--- src/rtl/rv32i_pkg.sv ---
// Shared RV32I core definitions used by the fetch front end.
package rv32i_pkg;

  typedef enum logic [2:0] {
    IDLE,
    REQ,
    WAIT,
    HOLD,
    FAULT
  } fetch_state_t;

  localparam logic [31:0] NOP_INSTR        = 32'h0000_0013;
  localparam int unsigned INSTR_BYTES      = 4;
  localparam logic [31:0] DEFAULT_RESET_PC = 32'h0100_0000;

endpackage

--- src/rtl/instr_fetch_unit.sv ---
// Instruction fetch unit: PC register, single-outstanding imem requests and a
// one-entry decode buffer, with redirect squashing of stale responses.
module instr_fetch_unit
  import rv32i_pkg::*;
#(
  parameter int unsigned     XLEN     = 32,
  parameter logic [XLEN-1:0] RESET_PC = XLEN'(DEFAULT_RESET_PC)
) (
  input  logic            clk,
  input  logic            rst,
  output logic            imem_req_valid,
  output logic [XLEN-1:0] imem_req_addr,
  input  logic            imem_req_ready,
  input  logic            imem_resp_valid,
  input  logic [31:0]     imem_resp_data,
  output logic            instr_valid,
  output logic [31:0]     instruction,
  output logic [XLEN-1:0] instr_pc,
  input  logic            instr_ready,
  input  logic            redirect_valid,
  input  logic [XLEN-1:0] redirect_pc,
  output logic            fetch_fault
);

  fetch_state_t    r_state;
  fetch_state_t    w_state_nxt;
  logic [XLEN-1:0] r_pc;
  logic [XLEN-1:0] w_pc_nxt;
  logic            r_drop;
  logic            w_drop_nxt;
  logic            w_valid_nxt;
  logic [31:0]     w_instr_nxt;
  logic [XLEN-1:0] w_ipc_nxt;
  logic            w_misaligned;
  logic            w_outstanding;

  assign w_misaligned  = (redirect_pc[1:0] != 2'b00);
  // A response is still owed after this edge: accepted now, or waited on and not arriving now.
  assign w_outstanding = ((r_state == REQ) && imem_req_ready) ||
                         ((r_state == WAIT) && !imem_resp_valid);

  always_comb begin
    w_state_nxt = r_state;
    w_pc_nxt    = r_pc;
    w_drop_nxt  = r_drop;
    w_valid_nxt = instr_valid;
    w_instr_nxt = instruction;
    w_ipc_nxt   = instr_pc;

    case (r_state)
      IDLE: w_state_nxt = REQ;
      REQ: begin
        if (imem_req_ready) w_state_nxt = WAIT;
      end
      WAIT: begin
        if (imem_resp_valid) begin
          if (r_drop) begin
            w_drop_nxt  = 1'b0;
            w_state_nxt = REQ;
          end else begin
            w_instr_nxt = imem_resp_data;
            w_ipc_nxt   = r_pc;
            w_pc_nxt    = r_pc + XLEN'(INSTR_BYTES);
            w_valid_nxt = 1'b1;
            w_state_nxt = HOLD;
          end
        end
      end
      HOLD: begin
        if (instr_ready) begin
          w_valid_nxt = 1'b0;
          w_state_nxt = REQ;
        end
      end
      FAULT: begin
        if (imem_resp_valid) w_drop_nxt = 1'b0;
      end
      default: w_state_nxt = IDLE;
    endcase

    // Redirect overrides everything; FAULT is terminal until reset.
    if (redirect_valid && (r_state != FAULT)) begin
      w_valid_nxt = 1'b0;
      w_drop_nxt  = w_outstanding;
      if (w_misaligned) begin
        w_state_nxt = FAULT;
      end else begin
        w_pc_nxt    = redirect_pc;
        w_state_nxt = w_outstanding ? WAIT : REQ;
      end
    end
  end

  always_ff @(posedge clk or posedge rst) begin
    if (rst) begin
      r_state        <= IDLE;
      r_pc           <= RESET_PC;
      r_drop         <= 1'b0;
      imem_req_valid <= 1'b0;
      imem_req_addr  <= RESET_PC;
      instr_valid    <= 1'b0;
      instruction    <= NOP_INSTR;
      instr_pc       <= RESET_PC;
      fetch_fault    <= 1'b0;
    end else begin
      r_state        <= w_state_nxt;
      r_pc           <= w_pc_nxt;
      r_drop         <= w_drop_nxt;
      imem_req_valid <= (w_state_nxt == REQ);
      imem_req_addr  <= w_pc_nxt;
      instr_valid    <= w_valid_nxt;
      instruction    <= w_instr_nxt;
      instr_pc       <= w_ipc_nxt;
      fetch_fault    <= (w_state_nxt == FAULT);
    end
  end

  // Responses are only legal while one is owed.
  a_resp_protocol: assert property (@(posedge clk) disable iff (rst)
    imem_resp_valid |-> ((r_state == WAIT) || (r_state == FAULT)));

endmodule

--- config.mk ---
export PLATFORM = sky130hd
export DESIGN_NAME = instr_fetch_unit
export DESIGN_NICKNAME = d
export VERILOG_FILES = /design/src/rtl/rv32i_pkg.sv /design/src/rtl/instr_fetch_unit.sv
export SDC_FILE = /design/constraint.sdc
export NUM_CORES = 1
export LEC_CHECK = 0
export BUFFER_PORTS_ARGS = -buffer_cell sky130_fd_sc_hd__buf_4
export CORE_ASPECT_RATIO = 0.7
export CORE_MARGIN = 4
export CORE_UTILIZATION = 32
export CTS_CLUSTER_DIAMETER = 120
export CTS_CLUSTER_SIZE = 24
export DETAILED_ROUTE_END_ITERATION = 8
export PLACE_DENSITY_LB_ADDON = 0.15
export SYNTH_ARGS = -nofsm -noshare
export SYNTH_HDL_FRONTEND = slang
export SYNTH_SLANG_ARGS = --single-unit
--- constraint.sdc ---
create_clock -name clk -period 3.8 [get_ports clk]
set_clock_uncertainty 0.1 [all_clocks]
set_input_delay 0.57 -clock clk [delete_from_list [all_inputs] [get_ports clk]]
set_output_delay 0.57 -clock clk [all_outputs]
set_load 0.05 [all_outputs]
==> out/metrics.csv <==
metric;value;unit
hold buffers post-CTS;0;
syn_nets;579;
final cell count without fillers;864;
WL/cell;15.2;um
reg2reg path depth;5;
WS Path Type;reg -> reg;
first-pass GRT wire length;20700;um
post-route ant nets;0;
Synth cell types;36;
Syn Area/Cell;8.91;sq um
Critical Path End Type;register;
EDFF count, synth;0;
Critical Path AT;2.52;ns
IO Port Bufs;168;
Mapped Cells;508;
element type at the critical path start;register;
post-synth top area share;54.2;%
area grow syn2layout;38.2;%
fin crit share;62.7;%
WP data required;3.93;ns
DP HPWL;9570;um
Die H;108;um
Worst Hold Class;in -> async;
largest net degree at the start of global routing;62;
complex-gate fraction of the synthesized area;5.75;%
relative slew slack;41.6;%
Post-CTS Setup Bufs;0;
Fmax;419;MHz
share of cells above drive strength 1;30.9;%
Synth Area in Simple Gates;29.2;%
Inst Count DP;848;
Setup Viol. Count Final;0;
Final min period;2.38;ns
largest family of logic cells by synthesized area;simple AND/OR/NAND/NOR gates;
reg2reg start;r_state[1]$_DFF_PP0_;
Post-Syn Area;4530;sq um
dominant cell by count in the synthesized netlist;nand2_1;
leading area contributor after synthesis;dfrtp_1;
pwr/cell area;734;nW/um^2
CTS resizes;0;
Core Box Area;13900;sq um
Final Hold Viols;0;
status;finished, final reports clean;
num rows;36;
Iter 0 DRT Violations;169;
CTS max path bufs;2;
Leak;3.19;nW
top_reg_cell synth;dfrtp_1;
routability cong.;0.838;
full die area;16100;sq um
CTS Sinks;103;
Initial Util;32.6;%
CTS tree;built;
Slew Viols, Final;0;
RR Endpoint;instruction[21]$_DFFE_PP0P_;
Die X;150;um
Warnings, synthesis;0;
mux contribution to synthesized area;0;%
antenna fix cells;0;
I/O pin cnt;169;
VDD IR max;0.315;mV
Num CTS Buffers;9;
Seq cells post-synth;103;
GRT overflow;0;
Max Cap Viol;0;
Worst-Margin Slew;0.876;ns
routed wire length;13200;um
initial antenna violation count;0;
XOR/XNOR Fraction of Synth Area;5.03;%
most frequent cells after synthesis;235 x nand2_1, 98 x dfrtp_1, 30 x o21ai_0;
crit path from;r_state[1]$_DFF_PP0_;
sequential area share after synthesis;57.1;%
Root Buffer;clkbuf_16;
Fin Setup TNS;0;ns
DR pass1 iterations;4;
internal reg-to-reg setup slack;1.42;ns
gr usage total;16.4;%
clock latency on the worst-skew pair;0.35;ns
vias in the first global route;3847;
critical path fanouts, max;41;
Worst-path clk slew;0.08;ns
synth top area cells;dfrtp_1 54%, nand2_1 19%, xor2_1 3.7%;
via count;3968;
unrepaired setup endpoints after global routing;no;
DR vias/cell;4.59;
H-tree depth;3;
adder-cell area share of the yosys netlist;0.276;%
Remaining DRCs;0;
# nets final;740;
asr flop ratio synth;100;%
## cells in the final DEF, fill, tap and decap left out, types with 3 or more instances in the layout
master     Yosys  layout
nand2_1      235     235
buf_4          0     174
dfrtp_1       98      98
o21ai_0       30      30
xor2_1        19      19
nor2_1        15      14
nand3_1       10      10
nand4_1       10      10
clkbuf_16      0       9
xnor2_1        7       7
a21oi_1        6       6
dfstp_2        5       5
and4_1         4       4
nor3_1         4       4
or2_2          3       3
and2_1         3       3
inv_1          4       3
and3_1         4       3
or4_1          3       3
inv_6          0       3
## worst max path at each step
stage,to,depth (start not counted)
finish,instruction[21]$_DFFE_PP0P_,5
floorplan,fetch_fault$_DFF_PP0_,1
global route,imem_req_valid$_DFF_PP0_,4
CTS,imem_req_valid$_DFF_PP0_,4
global placement,imem_req_valid$_DFF_PP0_,5
detailed placement,imem_req_valid$_DFF_PP0_,5
## layer usage
layer	wire, um	vias to the layer above	GRT usage [%]
li1	-	1966	-
met1	6250	1886	23.5
met2	5960	105	25.0
met3	797	11	4.21
met4	147	0	3.98
met5	0	-	0
## logic make-up after synthesis
group           Yosys count
fa+ha+maj                 1
buf+inv                  28
simple gates            303
xor+xnor                 26
flops                   103
compound gates           47
## power breakdown
group,internal [mW],leakage [nW],switching (mW),total (mW)
Clock,0.452,0.141,0.432,0.884
Sequential,1.39,1.33,0.338,1.73
Combinational,0.591,1.72,1.39,1.98
Total,2.43,3.19,2.16,4.59
## final cells by class
cell class,count,area (sq um)
fill,1392,7620
sequential,103,2580
multi-input combinational,377,1830
timing repair buffer,174,1310
tap,190,238
clock buffer,9,225
clock inverter,7,53.8
inverter,4,17.5
## stage by stage
step           utilization [%]  area, sq um  hold WS [ns]  worst slack [ns]  power [mW]
6_report                  45.1         6260         0.274              1.42        4.59
5_1_grt                   45.1         6260         0.300              1.13        4.83
4_1_cts                   45.1         6260         0.296              1.40        4.65
3_5_place_dp              43.1         5980         0.354              1.39        3.74
3_3_place_gp              43.1         5980         0.347              1.42        3.72
2_1_floorplan                -         4530         0.368             0.434        3.02
## flip-flops by register name, summed over array words and instances, names as in the netlist
signal and cells:
instruction 32, instr_pc 32, fetch_fault 1, r_drop 1, instr_valid 1, imem_req_valid 1
r_state 3, r_pc 32
## critical path, stage by stage (launching register included)
cell,delay (ns)
dfrtp_1,0.46
or3b_4,0.52
or2_2,0.64
buf_4,0.37
nand2_1,0.10
nand2_1,0.06
No activity file was read; power rests on OpenSTA's default activity.
